--- src/rtl/mem_stage_pkg.sv ---
// Shared definitions for the memory-access stage: size encodings, lane
// geometry, FSM state type and lane/alignment helper functions.
package mem_stage_pkg;

  localparam int MEM_DWIDTH = 32;
  localparam int MEM_AWIDTH = 32;
  localparam int MEM_LANES  = 4;

  localparam logic [1:0] SIZE_B = 2'b00;
  localparam logic [1:0] SIZE_H = 2'b01;
  localparam logic [1:0] SIZE_W = 2'b10;
  localparam logic [1:0] SIZE_X = 2'b11;

  typedef enum logic [0:0] {
    ST_IDLE   = 1'b0,
    ST_ACCESS = 1'b1
  } mem_state_t;

  // True when the access size is legal and the low address bits fit it.
  function automatic logic size_aligned(input logic [1:0] size, input logic [1:0] lo);
    logic ok;
    case (size)
      SIZE_B:  ok = 1'b1;
      SIZE_H:  ok = (lo[0] == 1'b0);
      SIZE_W:  ok = (lo == 2'b00);
      default: ok = 1'b0;
    endcase
    return ok;
  endfunction

  // Little-endian byte enables for an access of the given size/offset.
  function automatic logic [MEM_LANES-1:0] lane_be(input logic [1:0] size, input logic [1:0] lo);
    logic [MEM_LANES-1:0] be;
    case (size)
      SIZE_B:  be = 4'b0001 << lo;
      SIZE_H:  be = 4'b0011 << {lo[1], 1'b0};
      SIZE_W:  be = 4'b1111;
      default: be = 4'b0000;
    endcase
    return be;
  endfunction

endpackage

--- src/rtl/mem_stage_lane_align.sv ---
// Combinational lane steering. With LOAD=0 it replicates store data across
// the byte lanes; with LOAD=1 it extracts a lane from read data and extends it.
module mem_lane_align
  import mem_stage_pkg::*;
#(
  parameter bit LOAD = 1'b0
) (
  input  logic [MEM_DWIDTH-1:0] data_in,
  input  logic [1:0]            addr_lo,
  input  logic [1:0]            size,
  input  logic                  is_unsigned,
  output logic [MEM_DWIDTH-1:0] data_out
);

  logic [MEM_DWIDTH-1:0] store_val;
  logic [MEM_DWIDTH-1:0] shifted;
  logic [MEM_DWIDTH-1:0] load_val;

  // Store path: replicate the low byte/half so any lane selected by be sees it.
  always_comb begin
    store_val = data_in;
    case (size)
      SIZE_B:  store_val = {4{data_in[7:0]}};
      SIZE_H:  store_val = {2{data_in[15:0]}};
      SIZE_W:  store_val = data_in;
      default: store_val = data_in;
    endcase
  end

  // Load path: bring the addressed lane down to bit 0, then sign/zero extend.
  always_comb begin
    shifted  = data_in >> {addr_lo, 3'b000};
    load_val = shifted;
    case (size)
      SIZE_B: begin
        if (is_unsigned) load_val = {24'h000000, shifted[7:0]};
        else             load_val = {{24{shifted[7]}}, shifted[7:0]};
      end
      SIZE_H: begin
        if (is_unsigned) load_val = {16'h0000, shifted[15:0]};
        else             load_val = {{16{shifted[15]}}, shifted[15:0]};
      end
      SIZE_W:  load_val = shifted;
      default: load_val = shifted;
    endcase
  end

  assign data_out = LOAD ? load_val : store_val;

endmodule

--- src/rtl/mem_stage.sv ---
// Memory-access stage: issues aligned load/store requests on a req/ack port,
// aligns and extends data, and presents a one-cycle registered writeback.
module mem_stage
  import mem_stage_pkg::*;
#(
  parameter int DWIDTH = 32,
  parameter int AWIDTH = 32,
  parameter int RWIDTH = 5
) (
  input  logic              m_i_clk,
  input  logic              m_i_rst,
  input  logic              m_i_valid,
  output logic              m_o_ready,
  input  logic              m_i_flush,
  input  logic [DWIDTH-1:0] m_i_alu_value,
  input  logic [DWIDTH-1:0] m_i_data_rt,
  input  logic [RWIDTH-1:0] m_i_rd,
  input  logic              m_i_reg_write,
  input  logic              m_i_mem_read,
  input  logic              m_i_mem_write,
  input  logic [1:0]        m_i_size,
  input  logic              m_i_unsigned,
  output logic              m_o_req,
  output logic              m_o_we,
  output logic [AWIDTH-1:0] m_o_addr,
  output logic [DWIDTH-1:0] m_o_wdata,
  output logic [3:0]        m_o_be,
  input  logic              m_i_ack,
  input  logic [DWIDTH-1:0] m_i_rdata,
  output logic              m_o_valid,
  output logic [DWIDTH-1:0] m_o_value,
  output logic [RWIDTH-1:0] m_o_rd,
  output logic              m_o_reg_write,
  output logic              m_o_misalign
);

  mem_state_t        state;
  logic [1:0]        addr_lo;
  logic [1:0]        size_q;
  logic              unsigned_q;
  logic [RWIDTH-1:0] rd_q;
  logic              reg_write_q;

  logic              accept;
  logic              is_mem;
  logic              aligned;
  logic [DWIDTH-1:0] store_lanes;
  logic [DWIDTH-1:0] load_value;

  assign m_o_ready = (state == ST_IDLE);
  assign accept    = (state == ST_IDLE) && m_i_valid && !m_i_flush;
  assign is_mem    = m_i_mem_read || m_i_mem_write;
  assign aligned   = size_aligned(m_i_size, m_i_alu_value[1:0]);

  mem_lane_align #(.LOAD(1'b0)) u_store_align (
    .data_in     (m_i_data_rt),
    .addr_lo     (m_i_alu_value[1:0]),
    .size        (m_i_size),
    .is_unsigned (m_i_unsigned),
    .data_out    (store_lanes)
  );

  mem_lane_align #(.LOAD(1'b1)) u_load_align (
    .data_in     (m_i_rdata),
    .addr_lo     (addr_lo),
    .size        (size_q),
    .is_unsigned (unsigned_q),
    .data_out    (load_value)
  );

  // Stage FSM: accepts instructions in IDLE, holds the request in ACCESS until ack.
  always_ff @(posedge m_i_clk or posedge m_i_rst) begin
    if (m_i_rst) begin
      state         <= ST_IDLE;
      addr_lo       <= 2'b00;
      size_q        <= 2'b00;
      unsigned_q    <= 1'b0;
      rd_q          <= '0;
      reg_write_q   <= 1'b0;
      m_o_req       <= 1'b0;
      m_o_we        <= 1'b0;
      m_o_addr      <= '0;
      m_o_wdata     <= '0;
      m_o_be        <= 4'b0000;
      m_o_valid     <= 1'b0;
      m_o_value     <= '0;
      m_o_rd        <= '0;
      m_o_reg_write <= 1'b0;
      m_o_misalign  <= 1'b0;
    end else begin
      // Writeback outputs are pulses; they fall back to zero unless set below.
      m_o_valid     <= 1'b0;
      m_o_value     <= '0;
      m_o_rd        <= '0;
      m_o_reg_write <= 1'b0;
      m_o_misalign  <= 1'b0;
      case (state)
        ST_IDLE: begin
          if (accept) begin
            if (!is_mem) begin
              m_o_valid     <= 1'b1;
              m_o_value     <= m_i_alu_value;
              m_o_rd        <= m_i_rd;
              m_o_reg_write <= m_i_reg_write;
            end else if (!aligned) begin
              m_o_misalign <= 1'b1;
            end else begin
              state       <= ST_ACCESS;
              addr_lo     <= m_i_alu_value[1:0];
              size_q      <= m_i_size;
              unsigned_q  <= m_i_unsigned;
              rd_q        <= m_i_rd;
              reg_write_q <= m_i_reg_write;
              m_o_req     <= 1'b1;
              m_o_we      <= m_i_mem_write;
              m_o_addr    <= {m_i_alu_value[AWIDTH-1:2], 2'b00};
              m_o_wdata   <= store_lanes;
              m_o_be      <= lane_be(m_i_size, m_i_alu_value[1:0]);
            end
          end else begin
            state <= ST_IDLE;
          end
        end
        ST_ACCESS: begin
          if (m_i_ack) begin
            state     <= ST_IDLE;
            m_o_req   <= 1'b0;
            m_o_we    <= 1'b0;
            m_o_addr  <= '0;
            m_o_wdata <= '0;
            m_o_be    <= 4'b0000;
            m_o_valid <= 1'b1;
            m_o_rd    <= rd_q;
            if (m_o_we) begin
              m_o_reg_write <= 1'b0;
            end else begin
              m_o_value     <= load_value;
              m_o_reg_write <= reg_write_q;
            end
          end else begin
            state <= ST_ACCESS;
          end
        end
        default: begin
          state   <= ST_IDLE;
          m_o_req <= 1'b0;
        end
      endcase
    end
  end

endmodule

--- config.mk ---
export PLATFORM = sky130hd
export DESIGN_NAME = mem_stage
export DESIGN_NICKNAME = d
export VERILOG_FILES = /design/src/rtl/mem_stage_pkg.sv /design/src/rtl/mem_stage_lane_align.sv /design/src/rtl/mem_stage.sv
export SDC_FILE = /design/constraint.sdc
export NUM_CORES = 1
export LEC_CHECK = 0
export CAP_MARGIN = 0
export CORE_ASPECT_RATIO = 2
export CORE_MARGIN = 5
export CORE_UTILIZATION = 44
export CTS_CLUSTER_DIAMETER = 100
export DETAILED_ROUTE_END_ITERATION = 7
export PLACE_DENSITY = 0.84
export SETUP_SLACK_MARGIN = 0.15
export SLEW_MARGIN = 30
export SYNTH_ARGS = -nofsm -noshare
export SYNTH_HDL_FRONTEND = slang
export SYNTH_SLANG_ARGS = --single-unit
--- constraint.sdc ---
create_clock -name m_i_clk -period 6.35 [get_ports m_i_clk]
set_clock_uncertainty 0.1 [all_clocks]
set_input_delay 1.905 -clock m_i_clk [delete_from_list [all_inputs] [get_ports m_i_clk]]
set_output_delay 1.905 -clock m_i_clk [all_outputs]
set_load 0.01 [all_outputs]
==> metrics.cfg <==
[die]
start_util_pct = 44.9
die_h_um = 173
fp.dieArea_um2 = 15800
core.rowCount = 59
die_w_um = 91.4
pin_count = 223
fp.coreArea_um2 = 13000

[timing]
rsz0062_at_grt = no
drv_slew = 0
whs_ns = 0.408
period_needed_ns = 4.02
setup_viol = 0
max_freq_ghz = 0.249
maxSlewHeadroom_pct = 38.7
tightest_slew_ns = 0.916
timing.final.crit_share_pct = 63.2
setup_tns_ns = 0
hold_violations = 0

[yosys]
yosysWarningCount = 0
syn_area_um2 = 5830
synth_cell_types = 34
synth_edf_count = 0
synth_top_area_cell = dfrtp_1
netlist_instances = 534
synthAdderAreaFrac_pct = 0
ys.flop_type = dfrtp_1
synth_compound_area_share_pct = 10.2
synthSimpleGateAreaFrac_pct = 9.57
synth_top_family_by_area = multiplexers
synth.mux.area_fraction_pct = 22.1
synth_area_leaders = dfrtp_1, mux2i_1, nand2_1, mux2_2, inv_1
async_flop_share_pct = 100
synthXorXnorAreaFrac_pct = 0
synth_top_area_share_pct = 51.5
yosysSeqAreaShare_pct = 51.5
avgSynthCellArea_um2 = 10.9
yosys_register_bits = 120

[worst_setup_path]
critPathLaunchType = input port
path_cells = clkdlybuf4s50_1 -> o22ai_1 -> nor2b_4 -> buf_4 -> mux2_2
critPathKind = in -> reg
slowest_stage = clkdlybuf4s50_1
cp.arrival_ns = 4.20
path_max_fanout = 30
cp_slowest_stage_delay_ns = 0.76
r2r_setup_slack_ns = 3.98
worstPathRequired_ns = 6.53
worstSetupEndpointType = flop
worst_r2r_path_depth = 5

[finish]
layout-drive-gt1-share_pct = 9.13
finalNetCount = 856
fillers = 958
area_growth_pct = 49.1
design_area_um2 = 8690

[detailed_routing]
top_layer_used = met4
post_drt_via_cell_ratio = 5.51
ant_nets = 0
first_pass_iters = 5
num_vias = 5009
route.met3.wl_um = 1310
drtIter0Drc = 263
met2_length_um = 10500
drt_drc_violations_left = 0
wl_per_cell_um = 21.4
met1_length_um = 6470
finalWirelength_um = 19500

[global_routing]
grt_antenna_before_repair = 1
gr-total-overflow = 0
grt_max_degree = 70
track_usage_pct = 24.6
grt_pass1_vias = 5540
grt_pass1_wl_um = 30400

[clock_network]
path_clk_slew_ns = 0.06
cts_tree = built
holdBufCountCts = 0
htreeDepth = 4
cts_buffers = 17
cts-root-buf = clkbuf_16
cts.path.max_buffers = 2
cts_resized = 0
post-cts-setup-buffers = 0
clk_latency_ns = 0.40
cts.sinks = 120

[place]
dpl-instance-area_um2 = 8100
port_buffers = 220
dp.final_hpwl_um = 14600
gp_congestion = 0.871

[run_status]
status = complete, no violations

[power]
power.density_nw_per_um2 = 313
ir_drop_mv = 0.251
power_leakage_nw = 3.86

[hold_path]
hold_depth = 1
min_path_type = reg -> reg

[job]
cap_viol_max_count = 0

[placed cells by master, fill, tap and decap left out, types with 3 or more instances in the layout]
cell | synthesis | final
clkdlybuf4s50_1 | 0 | 220
dfrtp_1 | 120 | 119
mux2i_1 | 106 | 106
nand2_1 | 86 | 85
inv_1 | 43 | 42
o21ai_0 | 29 | 29
mux2_2 | 17 | 17
clkbuf_16 | 0 | 17
a21oi_1 | 16 | 16
a221o_1 | 16 | 16
a22o_1 | 14 | 14
nor2_1 | 13 | 13
buf_4 | 11 | 9
nand3b_1 | 8 | 8
clkinvlp_4 | 0 | 3
bufinv_16 | 0 | 3
[synthesized netlist by cell type (8+ instances only)]
| library cell | instances |
|---|---|
| nand3b_1 | 8 |
| clkbuf_1 | 17 |
| a221o_1 | 16 |
| buf_4 | 11 |
| mux2i_1 | 106 |
| buf_2 | 8 |
| nand2_1 | 86 |
| a22o_1 | 14 |
| mux2_2 | 17 |
| inv_1 | 43 |
| a21oi_1 | 16 |
| dfrtp_1 | 120 |
| nor2_1 | 13 |
| o21ai_0 | 29 |
[flip-flops by register name, indices dropped and copies added, names as in the netlist, 2 cells and up]
register / count
m_o_value: 32
m_o_wdata: 32
m_o_addr: 30
m_o_rd: 5
rd_q: 5
m_o_be: 4
addr_lo: 2
size_q: 2
[layout make-up]
class                   count  area, µm²  share of cell area, %
repair buffers            229       2270                   26.1
inverters                  43        164                   1.89
clock buffers              20        447                   5.14
well taps                 152        190                   2.19
clock inverters            11        149                   1.71
diodes                      1       2.50                 0.0288
multi-input cells         333       2470                   28.4
flip-flops and latches    120       3000                   34.6
[power breakdown]
| part | leakage [nW] | internal (mW) | total [mW] | switching (mW) |
|---|---|---|---|---|
| clock network | 0.282 | 0.626 | 0.978 | 0.351 |
| registers | 1.57 | 0.898 | 1.01 | 0.111 |
| logic | 2.00 | 0.406 | 0.737 | 0.332 |
| total | 3.86 | 1.93 | 2.72 | 0.794 |
[routing by layer]
metal / global-route usage, % / up-vias
met4: 14.0 / 0
met5: 0 / -
met2: 43.8 / 262
met1: 25.3 / 2430
met3: 6.43 / 64
li1: - / 2253
[worst max-delay path: cells and delay by family]
kind                   cells  cell delay, ns
AND/OR/NAND/NOR            1            0.24
AO/OA/AOI/OAI              1            0.47
buffers and inverters      2            1.19
multiplexers               1            0.40
[cells by family (layout without fill, tap and decap cells)]
group,after synthesis,in the layout
AOI/OAI and AO/OA,83,83
muxes,125,125
DFF,120,120
and+or+nand+nor,123,123
other,1,3
buffers and inverters,82,303
[per-stage QoR]
stage | std cells | setup WS [ns] | total power [mW] | utilization (%)
floorplan | 535 | 1.16 | 1.34 | -
global placement | 877 | 1.94 | 1.73 | 62.3
detailed placement | 877 | 1.90 | 1.76 | 62.3
CTS | 908 | 2.33 | 2.74 | 66.9
global route | 909 | 2.22 | 2.85 | 66.9
finish | 909 | 2.33 | 2.72 | 66.9
[path summary, 6_finish.rpt]
kind | startpoint | endpoint
hold reg to reg | reg_write_q | m_o_reg_write
min in group asynchronous | m_i_rst | m_o_wdata[19]
max in group asynchronous | m_i_rst | m_o_addr[10]
hold / removal | reg_write_q | m_o_reg_write
setup / recovery | m_i_size[0] | rd_q[4]
setup reg to reg | state | rd_q[4]
(Power assumes the default switching activity.)
